<file path="src/rtl/tpu_pkg.sv">
// Shared types and constants for the TPU datapath blocks.
// Words are Q8.8 signed fixed point; the feeder only moves them around.
package tpu_pkg;

  localparam int DATA_W = 16;
  localparam int FRAC_W = 8;

  typedef logic signed [DATA_W-1:0] fixed_t;

  typedef enum logic [2:0] {
    IDLE,
    LOAD,
    STREAM,
    DRAIN,
    DONE
  } feeder_state_t;

endpackage

</file>
<file path="src/rtl/skew_delay.sv">
// One-stage skew register: passes d_i one cycle later when valid_i is set,
// and drives zero otherwise so the array sees clean idle cycles.
module skew_delay
  import tpu_pkg::*;
#(
  parameter int W = DATA_W
) (
  input  logic         clk,
  input  logic         rst_n,
  input  logic         valid_i,
  input  logic [W-1:0] d_i,
  output logic [W-1:0] q_o
);

  logic [W-1:0] q_q;

  always_ff @(posedge clk or negedge rst_n) begin
    if (!rst_n) begin
      q_q <= '0;
    end else begin
      q_q <= valid_i ? d_i : '0;
    end
  end

  assign q_o = q_q;

endmodule

</file>
<file path="src/rtl/systolic_feeder.sv">
// Upstream feeder for the 2x2 systolic array: loads weights, then streams
// buffered input rows with a one-cycle skew on the second array row.
module systolic_feeder
  import tpu_pkg::*;
#(
  parameter int MAX_ROWS     = 8,
  parameter int DRAIN_CYCLES = 3
) (
  input  logic                          clk,
  input  logic                          rst,
  input  logic                          wr_en,
  input  logic                          wr_sel,
  input  logic [$clog2(2*MAX_ROWS)-1:0] wr_addr,
  input  logic [DATA_W-1:0]             wr_data,
  input  logic [$clog2(MAX_ROWS+1)-1:0] num_rows,
  input  logic                          start,
  output logic                          busy,
  output logic                          done,
  output logic                          sys_accept_w_1,
  output logic                          sys_accept_w_2,
  output logic                          sys_switch_in,
  output logic [DATA_W-1:0]             sys_weight_in_11,
  output logic [DATA_W-1:0]             sys_weight_in_12,
  output logic [DATA_W-1:0]             sys_data_in_11,
  output logic [DATA_W-1:0]             sys_data_in_21
);

  localparam int AW    = $clog2(2*MAX_ROWS);
  localparam int NW    = $clog2(MAX_ROWS+1);
  localparam int CMAX  = (MAX_ROWS > DRAIN_CYCLES) ? MAX_ROWS : DRAIN_CYCLES;
  localparam int CNT_W = $clog2(CMAX+1);

  feeder_state_t    state_q;
  logic [CNT_W-1:0] cnt_q;
  logic [CNT_W-1:0] n_q;
  logic             busy_q;
  logic             done_q;
  logic             acc1_q;
  logic             acc2_q;
  logic             sw_q;
  fixed_t           w11_q;
  fixed_t           d11_q;

  fixed_t wmem_q [4];
  fixed_t wmem_d [4];
  fixed_t xmem_q [2*MAX_ROWS];
  fixed_t xmem_d [2*MAX_ROWS];

  logic [NW-1:0]    n_clamp;
  logic [CNT_W-1:0] nxt_k;
  logic [AW-1:0]    x_nxt0;
  logic [AW-1:0]    x_cur1;
  logic             w2_vld;
  logic             d2_vld;
  fixed_t           w2_d;
  fixed_t           d2_d;

  // Memories are only writable in IDLE; the _d view forwards a write
  // made in the same cycle as start into the first loaded words.
  always_comb begin
    wmem_d = wmem_q;
    xmem_d = xmem_q;
    if (wr_en && state_q == IDLE) begin
      if (!wr_sel) begin
        if (wr_addr < AW'(4)) wmem_d[wr_addr[1:0]] = wr_data;
      end else begin
        xmem_d[wr_addr] = wr_data;
      end
    end
  end

  always_ff @(posedge clk or negedge rst) begin
    if (!rst) begin
      for (int i = 0; i < 4; i++) wmem_q[i] <= '0;
      for (int i = 0; i < 2*MAX_ROWS; i++) xmem_q[i] <= '0;
    end else begin
      wmem_q <= wmem_d;
      xmem_q <= xmem_d;
    end
  end

  assign n_clamp = (num_rows > NW'(MAX_ROWS)) ? NW'(MAX_ROWS) : num_rows;
  assign nxt_k   = cnt_q + 1'b1;
  assign x_nxt0  = AW'({nxt_k, 1'b0});
  assign x_cur1  = AW'({cnt_q, 1'b1});

  always_ff @(posedge clk or negedge rst) begin
    if (!rst) begin
      state_q <= IDLE;
      cnt_q   <= '0;
      n_q     <= '0;
      busy_q  <= 1'b0;
      done_q  <= 1'b0;
      acc1_q  <= 1'b0;
      acc2_q  <= 1'b0;
      sw_q    <= 1'b0;
      w11_q   <= '0;
      d11_q   <= '0;
    end else begin
      done_q <= 1'b0;
      acc1_q <= 1'b0;
      acc2_q <= (state_q == LOAD);
      sw_q   <= 1'b0;
      w11_q  <= '0;
      d11_q  <= '0;
      unique case (state_q)
        IDLE: begin
          busy_q <= 1'b0;
          if (start && num_rows != '0) begin
            state_q <= LOAD;
            cnt_q   <= '0;
            n_q     <= CNT_W'(n_clamp);
            busy_q  <= 1'b1;
            acc1_q  <= 1'b1;
            w11_q   <= wmem_d[2];
          end
        end
        LOAD: begin
          if (cnt_q == '0) begin
            cnt_q  <= 1'b1;
            acc1_q <= 1'b1;
            w11_q  <= wmem_d[0];
          end else begin
            state_q <= STREAM;
            cnt_q   <= '0;
            sw_q    <= 1'b1;
            d11_q   <= xmem_d[0];
          end
        end
        STREAM: begin
          if (cnt_q == n_q) begin
            cnt_q <= '0;
            if (DRAIN_CYCLES == 0) begin
              state_q <= DONE;
              done_q  <= 1'b1;
              busy_q  <= 1'b0;
            end else begin
              state_q <= DRAIN;
            end
          end else begin
            cnt_q <= nxt_k;
            if (nxt_k < n_q) d11_q <= xmem_d[x_nxt0];
          end
        end
        DRAIN: begin
          if (cnt_q == CNT_W'(DRAIN_CYCLES - 1)) begin
            state_q <= DONE;
            cnt_q   <= '0;
            done_q  <= 1'b1;
            busy_q  <= 1'b0;
          end else begin
            cnt_q <= nxt_k;
          end
        end
        DONE: begin
          state_q <= IDLE;
          busy_q  <= 1'b0;
        end
        default: begin
          state_q <= IDLE;
          busy_q  <= 1'b0;
        end
      endcase
    end
  end

  // Column-2 weights and row-2 activations trail their partners by a cycle.
  assign w2_vld = (state_q == LOAD);
  assign w2_d   = (cnt_q == '0) ? wmem_q[3] : wmem_q[1];
  assign d2_vld = (state_q == STREAM) && (cnt_q < n_q);
  assign d2_d   = xmem_q[x_cur1];

  skew_delay #(.W(DATA_W)) u_wskew (
    .clk     (clk),
    .rst_n   (rst),
    .valid_i (w2_vld),
    .d_i     (w2_d),
    .q_o     (sys_weight_in_12)
  );

  skew_delay #(.W(DATA_W)) u_dskew (
    .clk     (clk),
    .rst_n   (rst),
    .valid_i (d2_vld),
    .d_i     (d2_d),
    .q_o     (sys_data_in_21)
  );

  assign busy             = busy_q;
  assign done             = done_q;
  assign sys_accept_w_1   = acc1_q;
  assign sys_accept_w_2   = acc2_q;
  assign sys_switch_in    = sw_q;
  assign sys_weight_in_11 = w11_q;
  assign sys_data_in_11   = d11_q;

endmodule
</file>
<file path="config.mk">
export PLATFORM = sky130hd
export DESIGN_NAME = systolic_feeder
export DESIGN_NICKNAME = d
export VERILOG_FILES = /design/src/rtl/tpu_pkg.sv /design/src/rtl/skew_delay.sv /design/src/rtl/systolic_feeder.sv
export SDC_FILE = /design/constraint.sdc
export NUM_CORES = 1
export LEC_CHECK = 0
export BUFFER_PORTS_ARGS = -buffer_cell sky130_fd_sc_hd__buf_2
export CAP_MARGIN = 30
export CORE_ASPECT_RATIO = 1.25
export CORE_MARGIN = 3
export CORE_UTILIZATION = 55
export CTS_CLUSTER_DIAMETER = 40
export CTS_CLUSTER_SIZE = 20
export DETAILED_ROUTE_END_ITERATION = 8
export PLACE_DENSITY_LB_ADDON = 0.12
export SYNTH_ARGS = -nofsm -noshare
export SYNTH_HDL_FRONTEND = slang
export SYNTH_SLANG_ARGS = --single-unit
export TNS_END_PERCENT = 10
</file>
<file path="constraint.sdc">
create_clock -name clk -period 4.55 [get_ports clk]
set_input_delay 0.6825 -clock clk [delete_from_list [all_inputs] [get_ports clk]]
set_output_delay 0.6825 -clock clk [all_outputs]
set_load 0.01 [all_outputs]
</file>
==> results of run 1 <==
-- worst max-delay path, delay by kind of cell (launching register included) --
family / cells / cell delay [ps]
AND/OR/NAND/NOR: 2 / 890
adder cells (fa/ha/maj): 2 / 590
XOR/XNOR: 1 / 130
buffers and inverters: 3 / 810
AO/OA/AOI/OAI: 3 / 440
flip-flops: 1 / 370
-- stage by stage --
stage | std cells | util (%) | power (uW) | hold slack, ps | setup WS, ps
after global routing | 1818 | 64.4 | 13000 | 218 | 851
after detailed placement | 1739 | 59.3 | 8600 | 452 | 1270
after floorplan | 1299 | - | 7360 | 387 | 1720
final | 1818 | 64.4 | 12300 | 127 | 1250
after CTS | 1818 | 64.4 | 12400 | 182 | 1260
after global placement | 1734 | 59.0 | 8440 | 445 | 1290
-- layout make-up --
class	instances	area (um^2)	area share, %
sequential	400	10000	50.0
inverter	16	60.1	0.300
tap	407	509	2.54
clock inverter	28	427	2.13
multi-input combinational	775	6950	34.8
timing repair buffer	141	902	4.51
clock buffer	51	1150	5.73
-- kinds of logic after synthesis --
kind of cell               count (synthesis)  share of synthesized area [%]
and+or+nand+nor                          231                           6.41
AOI/OAI and AO/OA                        196                           8.79
DFF                                      400                           57.5
adders and majority gates                 11                          0.790
xor gates and xnor gates                   3                          0.151
muxes                                    334                           23.6
buffers and inverters                    124                           2.80
-- synthesized netlist by cell type (all sizes together), types with 3 or more instances --
master  count
a311oi     12
nor2       51
nor3b       3
o32ai      13
nor2b       4
o221a      11
and4       11
inv        14
nand2     108
clkbuf     92
a32o       17
ha         11
mux2      282
mux2i      20
o31a        3
or4         3
nor4        3
o22ai       4
nand2b      9
o21bai      3
mux4       32
a21o       11
o21ai      36
o21ba      12
xnor2       3
a22oi      12
nor3        4
a211o      11
a21oi      19
buf        16
o211ai     16
dfrtp     400
nand3       9
nand4      14
-- power by group through the flow --
stage | Sequential [uW] | Clock [uW] | Combinational, uW
2_1_floorplan | 4740 | 0 | 2620
3_3_place_gp | 4780 | 0 | 3660
3_5_place_dp | 4820 | 0 | 3780
4_1_cts | 4760 | 3860 | 3800
5_1_grt | 4850 | 4000 | 4120
6_report | 4760 | 3790 | 3790
-- path summary, 6_finish.rpt --
kind | startpoint | to | slack (ps) | cells after the start
max | cnt_q[0] | sys_data_in_11[15] | 1250 | 11
min | rst | sys_accept_w_2 | 130 | 1
max reg2reg | cnt_q[0] | sys_data_in_11[15] | 1250 | 11
min reg2reg | xmem_q[123] | xmem_q[123] | 460 | 2
max in group asynchronous | rst | xmem_q[150] | 3260 | 2
min in group clk | num_rows[2] | n_q[2] | 400 | 3
-- metal layers --
metal / vias up / routed length (um) / GRT usage (%)
li1: 4909 / - / -
met1: 5755 / 18200 / 35.0
met2: 283 / 21800 / 44.9
met3: 63 / 1850 / 3.58
met4: 0 / 1020 / 7.37
met5: - / 0 / 0
==> results.md, run 1 <==
- Status: complete, no violations
- Max_cap viols: 0
- FP Rows: 72
- 1st-pass router iterations: 5
- Worst setup SP type: register
- CTS clk-pin slew, worst paths: approximately 70 ps
- DRC: 0
- Hold Crit Class: input pin to async pin
- Filler cells: 2359
- Number of synthesized flops with an enable pin: 0
- Combinational share of power: between 30% and 40%
- Cell taking the most area after synthesis: dfrtp_1
- Core ar.: between 30000 and 40000 um^2
- Total Routing Usage GR: about a quarter
- Clock buffer depth: 3
- Initial Util: 56.1%
- Sw Pwr: 4010 uW
- Root Buffer: clkbuf_16
- Largest net degree at the start of global routing: just under 100
- Area contributors post-synth: dfrtp_1 57%, mux2_2 18%, mux4_2 4.1%, nand2_1 2.3%, clkbuf_1 2.0%
- Final Hold Fails: 0
- Critical Path, Cell by Cell: buf_4 -> ha_1 -> xnor2_1 -> buf_4 -> inv_1 -> ha_1 -> o211ai_1 -> nand3_1 -> nor2_1 -> o21ai_0 -> o22ai_1
- Antenna Diode Count: 0
- Final Skew: 19.8 ps
- Synth top area share: 57.5%
- Die height: 205 um
- Max VDD drop: approximately 0.00034 V
- CTS tree: built
- Share of cells above drive strength 1: roughly two fifths
- Worst-Margin Slew: 932 ps
- Clock power frac: roughly 31%
- Relative slew slack: a little under two fifths
- Final ANT Viol Nets: 0
- Syn_area_per_cell: about 13 um^2
- Commonest non-fill, non-tap cell in the layout: dfrtp_1
- Final Setup Violations: 0
- Pwr per Cell Area: approximately 600 nW/um^2
- Setup TNS Final: 0 ps
- Critical-path top delay cell: buf_4
- Synth Cell Area: between 15000 and 20000 um^2
- IO Port Bufs: 97
- Count of different cell masters after synthesis: 66
- Routed WL per cell: roughly 24 um
- Synth Flop Type: dfrtp_1
- Worst-path fanout max: 30
- Asr flop ratio synth: 100%
- FMAX: roughly 300 MHz
- RSZ-0062 raised after global routing: false
- Global placer's final weighted congestion: about 0.83
- Yosys warnings: 0
- Setup Buffers After CTS: 0
- Minimum clock period: roughly 3300 ps
- Syn Inst Count: 1299
- Dpl hpwl: 26300 um
- Routed wire length: approximately 43000 um
- Grt total ovfl: 0
- Internal Power: around 8300 uW
- IO Pins: between 90 and 100
- Critical path arrival: 3780 ps
- CP endpoint kind: register
- Yosys reg bits: 400
- DIE AREA: 33900 um^2
- CTS resizes: 0
- CTS sink count: 400
- Leak: just under 0.01 uW
- Setup CP Type: register to register
- Net Sw Frac: roughly a third
- Via Count: about 11000
- Crit path largest cell delay: 510 ps
- H-tree levels: 2
- Clock insertion delay at the later pin of the skew report: between 500 and 600 ps
- Number of DRC markers in iteration 0: 789
- Hold buffers post-CTS: 0
- Total CTS buffers: 43
- Final #Nets: between 1000 and 1500
- Sequential cell area fraction in the yosys report: roughly 57%
- Pins over their slew limit: 0
- Power share of the sequential group: between 30% and 40%
- Post-layout instance area: ~20000 um^2
- Area delta synth->final: 14.9%
- Syn Nets: approximately 1300
- Vias in the first global route: around 12000
- Vias per cell: 6.06
- Final Cycle Share: ~73%
- First-pass GRT wire length: between 60000 and 70000 um
- Placement Cell Area: between 15000 and 20000 um^2
- Die width: between 150 and 200 um
- CP required: 5030 ps
- Antenna violations before repair: 1
- Most frequent cells in the layout: 399 x dfrtp_1, 275 x mux2_2, 108 x nand2_1, 96 x buf_2, 51 x nor2_1
No activity file was read; power rests on OpenSTA's default activity.
==> run 2, diff against run 1 <==
clock period = 3.3 ns   (was 4.55 ns; I/O delays follow)
==> run 2 against run 1 <==
  * The flow now finishes with violations (hold timing)
  * Global-route usage decreased by 0.87 points
  * Via count decreased by 0.52%
  * Worst setup slack got worse by 870 ps
  * Worst hold slack got worse by 150 ps
  * Non-clock buffer count increased by 13
  * Combinational power increased by 37%
  * First-iteration DRC count increased by 8.7%
  * Clock power increased by 33%
  * Clock-buffer cell count decreased by 1
  * Critical path depth decreased by 2
  * Clock skew increased by 4.3 ps
  * Utilization about the same
==> results.md, run 2 (same netlist as run 1, synthesis figures left out) <==
- CTS resizes: 0 (unchanged)
- FP Rows: 72 (unchanged)
- CTS clk-pin slew, worst paths: 70 ps (about the same)
- DIE AREA: 33900 um^2 (unchanged)
- Pins over their slew limit: 0 (unchanged)
- Minimum clock period: 2920 ps (-379 ps)
- CP required: 3780 ps (-1250 ps)
- Area delta synth->final: 14.9% (about the same)
- Clock insertion delay at the later pin of the skew report: 560 ps (about the same)
- Setup Buffers After CTS: 0 (unchanged)
- Max_cap viols: 0 (unchanged)
- Final Cycle Share: 88.6% (+16 points)
- Final #Nets: 1430 (+0.92%)
- CTS sink count: 400 (unchanged)
- Filler cells: 2391 (+1.4%)
- Relative slew slack: 35.5% (-2.2 points)
- CP endpoint kind: register
- Root Buffer: clkbuf_16
- IO Pins: 98 (unchanged)
- Vias in the first global route: 11490 (-0.52%)
- Leak: 0.00982 uW (+0.19%)
- IO Port Bufs: 97 (unchanged)
- Final Setup Violations: 0 (unchanged)
- Vias per cell: 5.99 (-1.2%)
- Routed WL per cell: 22.8 um (-3.3%)
- Worst setup SP type: register
- Total Routing Usage GR: 25.3% (-0.87 points)
- Antenna violations before repair: 1 (unchanged)
- Number of DRC markers in iteration 0: 858 (+8.7%)
- Top Layer Used: met5
- Hold buffers post-CTS: 0 (unchanged)
- Hold slack: -26.6 ps (-154 ps)
- Dpl hpwl: 26100 um (-0.84%)
- Largest net degree at the start of global routing: 98 (-1.0%)
- Total CTS buffers: 43 (unchanged)
- Most frequent cells in the layout: 399 x dfrtp_1, 275 x mux2_2, 108 x nand2_1, 96 x buf_2, 52 x buf_4
- DRC: 0 (unchanged)
- Routed length on met2: 21000 um (-3.7%)
- Initial Util: 56.1% (unchanged)
- Worst-path fanout max: 13 (-57%)
- Die height: 205 um (unchanged)
- FMAX: 342 MHz (+13%)
- Final Skew: 24.1 ps (+4.33 ps)
- Hold Crit Class: input pin to async pin
- Max VDD drop: 0.000513 V (+51%)
- Share of cells above drive strength 1: 40.5% (+0.65 points)
- Clock buffer depth: 3 (unchanged)
- Grt total ovfl: 0 (unchanged)
- Pwr per Cell Area: 839 nW/um^2 (+36%)
- Worst-Margin Slew: 965 ps (+33.2 ps)
- Final Hold Fails: 27 (+27)
- Final ANT Viol Nets: 0 (unchanged)
- Antenna Diode Count: 0 (unchanged)
- First-pass GRT wire length: 65900 um (-2.5%)
- Routed wire length: 41700 um (-2.7%)
- Final Power: 16800 uW (+36%)
- Via Count: 10953 (-0.52%)
- RSZ-0062 raised after global routing: false
- CTS tree: built
- Setup CP Type: register to register
- Setup TNS Final: 0 ps (unchanged)
- WL met1: 17600 um (-2.9%)
- Die width: 165 um (unchanged)
- Core ar.: 31100 um^2 (unchanged)
- H-tree levels: 2 (unchanged)
- Failing checks: hold timing
- Critical path arrival: 3400 ps (-380 ps)
- Commonest non-fill, non-tap cell in the layout: dfrtp_1
- Global placer's final weighted congestion: 0.817 (-2.0%)
- Metal3 WL: 1820 um (-1.6%)
- Status: complete, but fails checks
- 1st-pass router iterations: 5 (unchanged)
[run 2: path summary, 6_finish.rpt]
| check | from | depth (start not counted) | slack (ps) | to |
|---|---|---|---|---|
| max | cnt_q[0] | 9 | 380 | sys_data_in_11[15] |
| min | rst | 1 | -30 | sys_accept_w_2 |
| min in group clk | num_rows[2] | 3 | 240 | n_q[2] |
| min reg2reg | xmem_q[115] | 2 | 470 | xmem_q[115] |
| max reg2reg | cnt_q[0] | 9 | 380 | sys_data_in_11[15] |
| max in group asynchronous | rst | 2 | 2430 | cnt_q[0] |
[run 2: cell type report]
class	count	area, um^2	share of cell area, %
flip-flops and latches	400	10000	50.0
multi-input cells	775	6950	34.7
clock buffers	50	1150	5.76
repair buffers	154	986	4.92
well taps	407	509	2.54
clock inverters	28	347	1.73
inverters	16	60.1	0.300
[run 2: through the flow]
step	cell area, um^2	setup slack [ps]	cells	util, %
after floorplan	17400	536	1299	-
after global placement	18500	369	1752	59.6
after detailed placement	18500	328	1752	59.6
after CTS	20000	358	1830	64.4
after global routing	20000	166	1830	64.4
final	20000	375	1830	64.4
[run 2: where the power goes]
group	total (uW)	internal, uW	switching [uW]
Combinational	5210	2340	2870
Clock	5030	2960	2070
Sequential	6550	6050	497
Total	16800	11300	5440
[run 2: worst max-delay path: stages, from the launching register on]
cell	delay [ps]
dfrtp_2	550
clkinv_1	140
ha_1	340
ha_1	280
nor2b_1	130
o211ai_1	210
nand3_1	480
nor2_1	430
o21ai_0	140
o22ai_1	160
[run 2: metal layers]
metal / global-route usage, % / vias to the layer above
met4: 8.45 / 2
met2: 42.9 / 260
met5: 0 / -
met3: 4.15 / 63
met1: 33.3 / 5709
li1: - / 4919
